[config.mk]
export PLATFORM = sky130hd
export DESIGN_NAME = fetch_stage
export DESIGN_NICKNAME = d
export VERILOG_FILES = /design/src/rtl/cpu_types_pkg.sv /design/src/rtl/pipeline_pkg.sv /design/src/rtl/ifid_latch.sv /design/src/rtl/fetch_stage.sv
export SDC_FILE = /design/constraint.sdc
export NUM_CORES = 1
export LEC_CHECK = 0
export BUFFER_PORTS_ARGS = -buffer_cell sky130_fd_sc_hd__buf_2
export CELL_PAD_IN_SITES_DETAIL_PLACEMENT = 0
export CELL_PAD_IN_SITES_GLOBAL_PLACEMENT = 1
export CORE_MARGIN = 3
export CORE_UTILIZATION = 41
export CTS_BUF_LIST = sky130_fd_sc_hd__clkbuf_8 sky130_fd_sc_hd__clkbuf_16
export CTS_CLUSTER_DIAMETER = 80
export CTS_CLUSTER_SIZE = 25
export DETAILED_ROUTE_END_ITERATION = 8
export PLACE_DENSITY_LB_ADDON = 0.1
export SLEW_MARGIN = 20
export SYNTH_ARGS = -nofsm -noshare
export SYNTH_HDL_FRONTEND = slang
export SYNTH_SLANG_ARGS = --single-unit
[constraint.sdc]
create_clock -name CLK -period 6.24 [get_ports CLK]
set_clock_uncertainty 0.05 [all_clocks]
set_input_delay 0.312 -clock CLK [delete_from_list [all_inputs] [get_ports CLK]]
set_output_delay 0.312 -clock CLK [all_outputs]
set_load 0.005 [all_outputs]
[src/rtl/cpu_types_pkg.sv]
// cpu_types_pkg: basic machine types shared by every pipeline stage.
//   word_t : 32-bit machine word (instructions, addresses, data).
package cpu_types_pkg;
    localparam int WORD_W = 32;
    typedef logic [WORD_W-1:0] word_t;
endpackage : cpu_types_pkg

[src/rtl/pipeline_pkg.sv]
// pipeline_pkg: types and constants shared by the pipeline stages and their
// inter-stage latches.
//   fetch_state_t : fetch-stage control states (RUN, HOLD, HALTED).
//   ifid_t        : contents of the IF/ID pipeline latch.
//   NOP_INSTR     : instruction word used for a bubble.
//   align_word()  : clears the byte-offset bits of an address.
package pipeline_pkg;
    import cpu_types_pkg::*;

    typedef enum logic [1:0] {
        RUN    = 2'b00,
        HOLD   = 2'b01,
        HALTED = 2'b10
    } fetch_state_t;

    typedef struct packed {
        word_t instr;
        word_t npc;
        logic  valid;
    } ifid_t;

    localparam word_t NOP_INSTR   = 32'h0000_0000;
    localparam ifid_t IFID_BUBBLE = '{instr: NOP_INSTR, npc: 32'h0000_0000, valid: 1'b0};

    // Instruction addresses are word aligned; the two byte-offset bits are dropped.
    function automatic word_t align_word(input word_t addr);
        return {addr[31:2], 2'b00};
    endfunction
endpackage : pipeline_pkg

[src/rtl/ifid_latch.sv]
// ifid_latch: generic IF/ID-style pipeline register.
//   clk, rst : clock and asynchronous active-high reset (reset -> bubble).
//   load     : capture d on the rising edge.
//   clear    : load a bubble; wins over load.
//   d, q     : latch input and registered output.
module ifid_latch
    import pipeline_pkg::*;
(
    input  logic  clk,
    input  logic  rst,
    input  logic  load,
    input  logic  clear,
    input  ifid_t d,
    output ifid_t q
);

    ifid_t q_r;

    // Latch register: clear takes priority so a squash always wins over a capture.
    always_ff @(posedge clk or posedge rst) begin
        if (rst) begin
            q_r <= IFID_BUBBLE;
        end else if (clear) begin
            q_r <= IFID_BUBBLE;
        end else if (load) begin
            q_r <= d;
        end else begin
            q_r <= q_r;
        end
    end

    assign q = q_r;

endmodule : ifid_latch

[src/rtl/fetch_stage.sv]
// fetch_stage: instruction-fetch stage. Owns the PC, requests words from the
// icache and fills the IF/ID latch. A one-entry skid buffer holds a word that
// returns while decode is stalled so it is never fetched twice.
//   CLK, RST              : clock, asynchronous active-high reset.
//   ihit, imemload        : icache response for iaddr.
//   iREN, iaddr           : icache read request (decoded from state and PC).
//   stall                 : hold IF/ID (load-use hazard).
//   flush, redirect_pc    : EX-stage redirect; squashes IF/ID.
//   halt                  : decode holds HALT; stage parks until reset.
//   ifid_instr/npc/valid  : registered IF/ID latch contents.
module fetch_stage
    import cpu_types_pkg::*;
    import pipeline_pkg::*;
#(
    parameter word_t PC_INIT = 32'h0000_0000
) (
    input  logic  CLK,
    input  logic  RST,
    input  logic  ihit,
    input  word_t imemload,
    output logic  iREN,
    output word_t iaddr,
    input  logic  stall,
    input  logic  flush,
    input  word_t redirect_pc,
    input  logic  halt,
    output word_t ifid_instr,
    output word_t ifid_npc,
    output logic  ifid_valid
);

    fetch_state_t state_r, state_s;
    word_t        pc_r, pc_s;
    word_t        buf_instr_r, buf_instr_s;
    word_t        buf_npc_r, buf_npc_s;
    word_t        pc_plus4_s;
    logic         ifid_load_s;
    logic         ifid_clear_s;
    ifid_t        ifid_d_s;
    ifid_t        ifid_q_s;

    // pc+4 naturally wraps at the top of the address space.
    assign pc_plus4_s = pc_r + 32'd4;

    // Next-state decode: flush beats halt, halt beats the stall/ihit rules.
    always_comb begin
        state_s      = state_r;
        pc_s         = pc_r;
        buf_instr_s  = buf_instr_r;
        buf_npc_s    = buf_npc_r;
        ifid_load_s  = 1'b0;
        ifid_clear_s = 1'b0;
        ifid_d_s     = '{instr: imemload, npc: pc_plus4_s, valid: 1'b1};

        case (state_r)
            RUN, HOLD: begin
                if (flush) begin
                    pc_s         = align_word(redirect_pc);
                    buf_instr_s  = 32'h0000_0000;
                    buf_npc_s    = 32'h0000_0000;
                    ifid_clear_s = 1'b1;
                    state_s      = RUN;
                end else if (halt) begin
                    ifid_clear_s = 1'b1;
                    state_s      = HALTED;
                end else if (state_r == HOLD) begin
                    // No request is outstanding in HOLD, so ihit is meaningless here.
                    if (!stall) begin
                        ifid_d_s    = '{instr: buf_instr_r, npc: buf_npc_r, valid: 1'b1};
                        ifid_load_s = 1'b1;
                        state_s     = RUN;
                    end else begin
                        state_s = HOLD;
                    end
                end else if (ihit && !stall) begin
                    ifid_load_s = 1'b1;
                    pc_s        = pc_plus4_s;
                end else if (ihit) begin
                    // Word arrived during a stall: park it rather than refetch later.
                    buf_instr_s = imemload;
                    buf_npc_s   = pc_plus4_s;
                    pc_s        = pc_plus4_s;
                    state_s     = HOLD;
                end else if (!stall) begin
                    ifid_clear_s = 1'b1;
                end else begin
                    state_s = RUN;
                end
            end
            HALTED: begin
                state_s = HALTED;
            end
            default: begin
                state_s = RUN;
            end
        endcase
    end

    // Control state, PC and skid buffer registers.
    always_ff @(posedge CLK or posedge RST) begin
        if (RST) begin
            state_r     <= RUN;
            pc_r        <= PC_INIT;
            buf_instr_r <= 32'h0000_0000;
            buf_npc_r   <= 32'h0000_0000;
        end else begin
            state_r     <= state_s;
            pc_r        <= pc_s;
            buf_instr_r <= buf_instr_s;
            buf_npc_r   <= buf_npc_s;
        end
    end

    ifid_latch u_ifid (
        .clk   (CLK),
        .rst   (RST),
        .load  (ifid_load_s),
        .clear (ifid_clear_s),
        .d     (ifid_d_s),
        .q     (ifid_q_s)
    );

    assign iREN       = (state_r == RUN);
    assign iaddr      = pc_r;
    assign ifid_instr = ifid_q_s.instr;
    assign ifid_npc   = ifid_q_s.npc;
    assign ifid_valid = ifid_q_s.valid;

endmodule : fetch_stage

==> impl_metrics.ini <==
[run_status]
result_of_the_run = finished clean

[yosys]
syn-instance-count = 853
ys.flop_type = dfrtp_1
share_of_the_synthesized_area_in_compound_gates_ao_oa_aoi_oai_pct = 22.36
ys_types = 62
synthSimpleGateAreaFrac_pct = 18.31
synth-warning-count = 0
yosys_register_bits = 159
netlist.top_cell.by_area = dfrtp_1
post-synth-top-count-cell = nand2_1
yosys.area_share.adder_pct = 0.1610
synth.top_cell.area_share_pct = 51.20
syn_area_um2 = 7771
synth.area.mux_share_pct = 1.336
combinational_family_with_the_most_area_after_synthesis = compound AO/OA/AOI/OAI gates
post_synth_main_area_contributors = dfrtp_1 51%, nand2_1 8.8%, o21ai_0 6.3%, o221ai_1 3.7%, clkbuf_1 3.0%
synthTopCellsByCount = 183 x nand2_1, 159 x dfrtp_1, 98 x o21ai_0
synth-async-reset-ratio_pct = 100.0
yosysSeqAreaShare_pct = 51.20
post_synthesis_area_per_instance_um2 = 9.110
synth_xor_xnor_area_share_pct = 1.803
post_synth_edffs = 0

[layout]
num-nets-final = 1032
layout-drive-gt1-share_pct = 23.20
area_delta_synth_final_pct = 18.64
fillCellCount = 1727
num_antenna_cells = 0
finalInstanceArea_um2 = 9220

[cts]
clkTransAtPathRegs_ns = 0.06
cts_buffer_depth = 2
tritoncts.num_buffers = 17
insertion_delay_ns = 0.42
tritoncts = built
clockRootBuffer = clkbuf_16
htreeDepth = 4
cts_setup_buffers = 0
cts-resized-gates = 0
clock-sinks = 159
holdBufCountCts = 0

[route]
routed_via_density = 5.661
drcViolationCount = 0
postRouteAntennaNets = 0
dr.first_iter.drc_count = 339
detailedRoute.firstPassIterationCount = 4
route.vias.total = 6810
route.detailed.wl_per_inst_um = 18.50
drt-total-wl_um = 22250

[setup_path]
critical_path.startpoint_type = register
worstPathMaxFanout = 16
critical-path-max-stage-delay_ns = 0.66
worst_setup_path_end_kind = register
worstPathArrival_ns = 3.10
path_delay_family = simple AND/OR/NAND/NOR gates
critPathBufInv = 0
worstPathRequired_ns = 6.45
cp_slowest_cell = or3_1
type_of_the_worst_setup_path = reg2reg
crit_path_cell_trace = ha_1, nand4_2, or3_1, o31ai_1, a21boi_0, o21ai_0

[power]
ir_drop_mv = 0.1895
design_power_total_mw = 3.550
leakagePower_nw = 4.530
power.density_cell_area_nw_per_um2 = 385.0

[sta]
timing.final.crit_period_ns = 2.892
finalHoldWorstSlack_ns = 0.02729
rsz_0062_raised_after_global_routing = no
achievable-frequency_mhz = 345.8
max_slew.worst_pin.slew_ns = 0.8994
setup-tns-final_ns = 0
maxSlewViolCount = 0
timing_hold_violations_final = 0
setup_viol = 0
max-slew-margin-rel_pct = 40.04
ratio_of_final_minimum_period_to_clock_period_pct = 46.34

[die]
initial_utilization_pct = 42.54
floorplan.die.width_um = 143.7
die_area_um2 = 20640
die-height_um = 143.7
row_count = 49
design.portCount = 168
fp.coreArea_um2 = 18270

[placed_design]
port_buffers = 163
routabilityCongestion = 0.8313
cell_area_after_placement_um2 = 8608
hpwl_um = 14580

[job]
timing.max_cap.violations = 0

[global_routing]
grt_overflow_total = 0
initial_antenna_violation_count = 0
grt_start_max_net_pins = 114
via_count_of_the_first_global_routing_pass = 6591
global_route_wire_length_before_repair_um = 35940
globalRouteTotalUtil_pct = 21.89

[hold_path]
holdCritPathClass = in2async
kinds of logic after synthesis:
| logic type | Yosys count |
|---|---|
| and+or+nand+nor | 304 |
| other | 1 |
| buffers and inverters | 91 |
| adders and majority gates | 1 |
| DFF | 159 |
| xor gates and xnor gates | 16 |
| AOI/OAI and AO/OA | 271 |
| muxes | 10 |
layer usage:
| metal | part of all wire [%] | up-vias | wire length (um) | GRT usage [%] |
|---|---|---|---|---|
| met2 | 47 | 215 | 10370 | 34.43 |
| met5 | 0 | - | 0 | 0 |
| met1 | 48 | 3315 | 10640 | 32.03 |
| li1 | - | 3272 | - | - |
| met3 | 5.0 | 8 | 1112 | 3.960 |
| met4 | 0.58 | 0 | 129 | 4.410 |
cell type report:
cell class | instances | area [um2] | area share, %
Timing Repair Buffer | 171 | 888.4 | 9.635
Sequential cell | 159 | 3979 | 43.15
Clock inverter | 13 | 138.9 | 1.506
Inverter | 8 | 35.03 | 0.3800
Tap cell | 229 | 286.5 | 3.108
Clock buffer | 19 | 452.9 | 4.912
Multi-Input combinational cell | 604 | 3440 | 37.30
layout by cell type (no fill, tap or decap), types with 3 or more instances in the layout:
cell type   instances
nand3_1            22
mux2i_1             7
a31oi_1             8
mux2_2              3
nor2_1             24
buf_2             163
xor2_1              3
o22ai_1            16
nand4_1             7
nand2_1           183
a211oi_1            6
inv_1               7
o221ai_1           33
or4_1               5
xnor2_1            13
a32o_1              4
clkbuf_16          17
and4_1              6
nor3_1             16
nand2b_1            6
inv_6               3
o21ai_0            98
dfrtp_1           159
or3_1               5
o31a_1              3
o21a_1              3
clkinvlp_4          4
a21o_1             27
buf_4               7
a22oi_1             8
nor4_1              7
a21oi_1            39
o31ai_1            11
worst reg2reg max path, stage by stage, from the launching register on:
cell and delay [ns]:
dfrtp_1 0.51, ha_1 0.34, nand4_2 0.27, or3_1 0.66, o31ai_1 0.48, a21boi_0 0.30, o21ai_0 0.12
metrics by stage:
step | std cells | util [%] | worst slack, ns
2_1_floorplan | 854 | - | 1.586
6_report | 1203 | 50.47 | 3.348
4_1_cts | 1202 | 50.36 | 3.365
3_3_place_gp | 1170 | 47.12 | 3.435
3_5_place_dp | 1170 | 47.12 | 3.383
5_1_grt | 1203 | 50.47 | 3.124
registers in the layout, summed over array words and instances, names as in the netlist:
register,flops
buf_npc_r,31
u_ifid.q,64
buf_instr_r,32
iaddr,30
state_r,2
final timing paths:
check | start | endpoint | slack [ns] | depth (start not counted)
min in group CLK | redirect_pc[15] | iaddr[15] | 0.08 | 2
worst min register to register | u_ifid.q[23] | u_ifid.q[23] | 0.41 | 2
worst min-delay path | RST | u_ifid.q[36] | 0.03 | 2
worst max-delay path | iaddr[2] | iaddr[24] | 3.35 | 6
worst max register to register | iaddr[2] | iaddr[24] | 3.35 | 6
max in group asynchronous | RST | u_ifid.q[44] | 4.74 | 3
power breakdown:
| group | internal (mW) | switching (mW) | total [mW] | leakage [nW] |
|---|---|---|---|---|
| clock | 0.611 | 0.428 | 1.04 | 0.283 |
| sequential | 1.32 | 0.302 | 1.62 | 2.10 |
| combinational | 0.372 | 0.521 | 0.894 | 2.15 |
| total | 2.30 | 1.25 | 3.55 | 4.53 |
No activity file was read; power rests on OpenSTA's default activity.
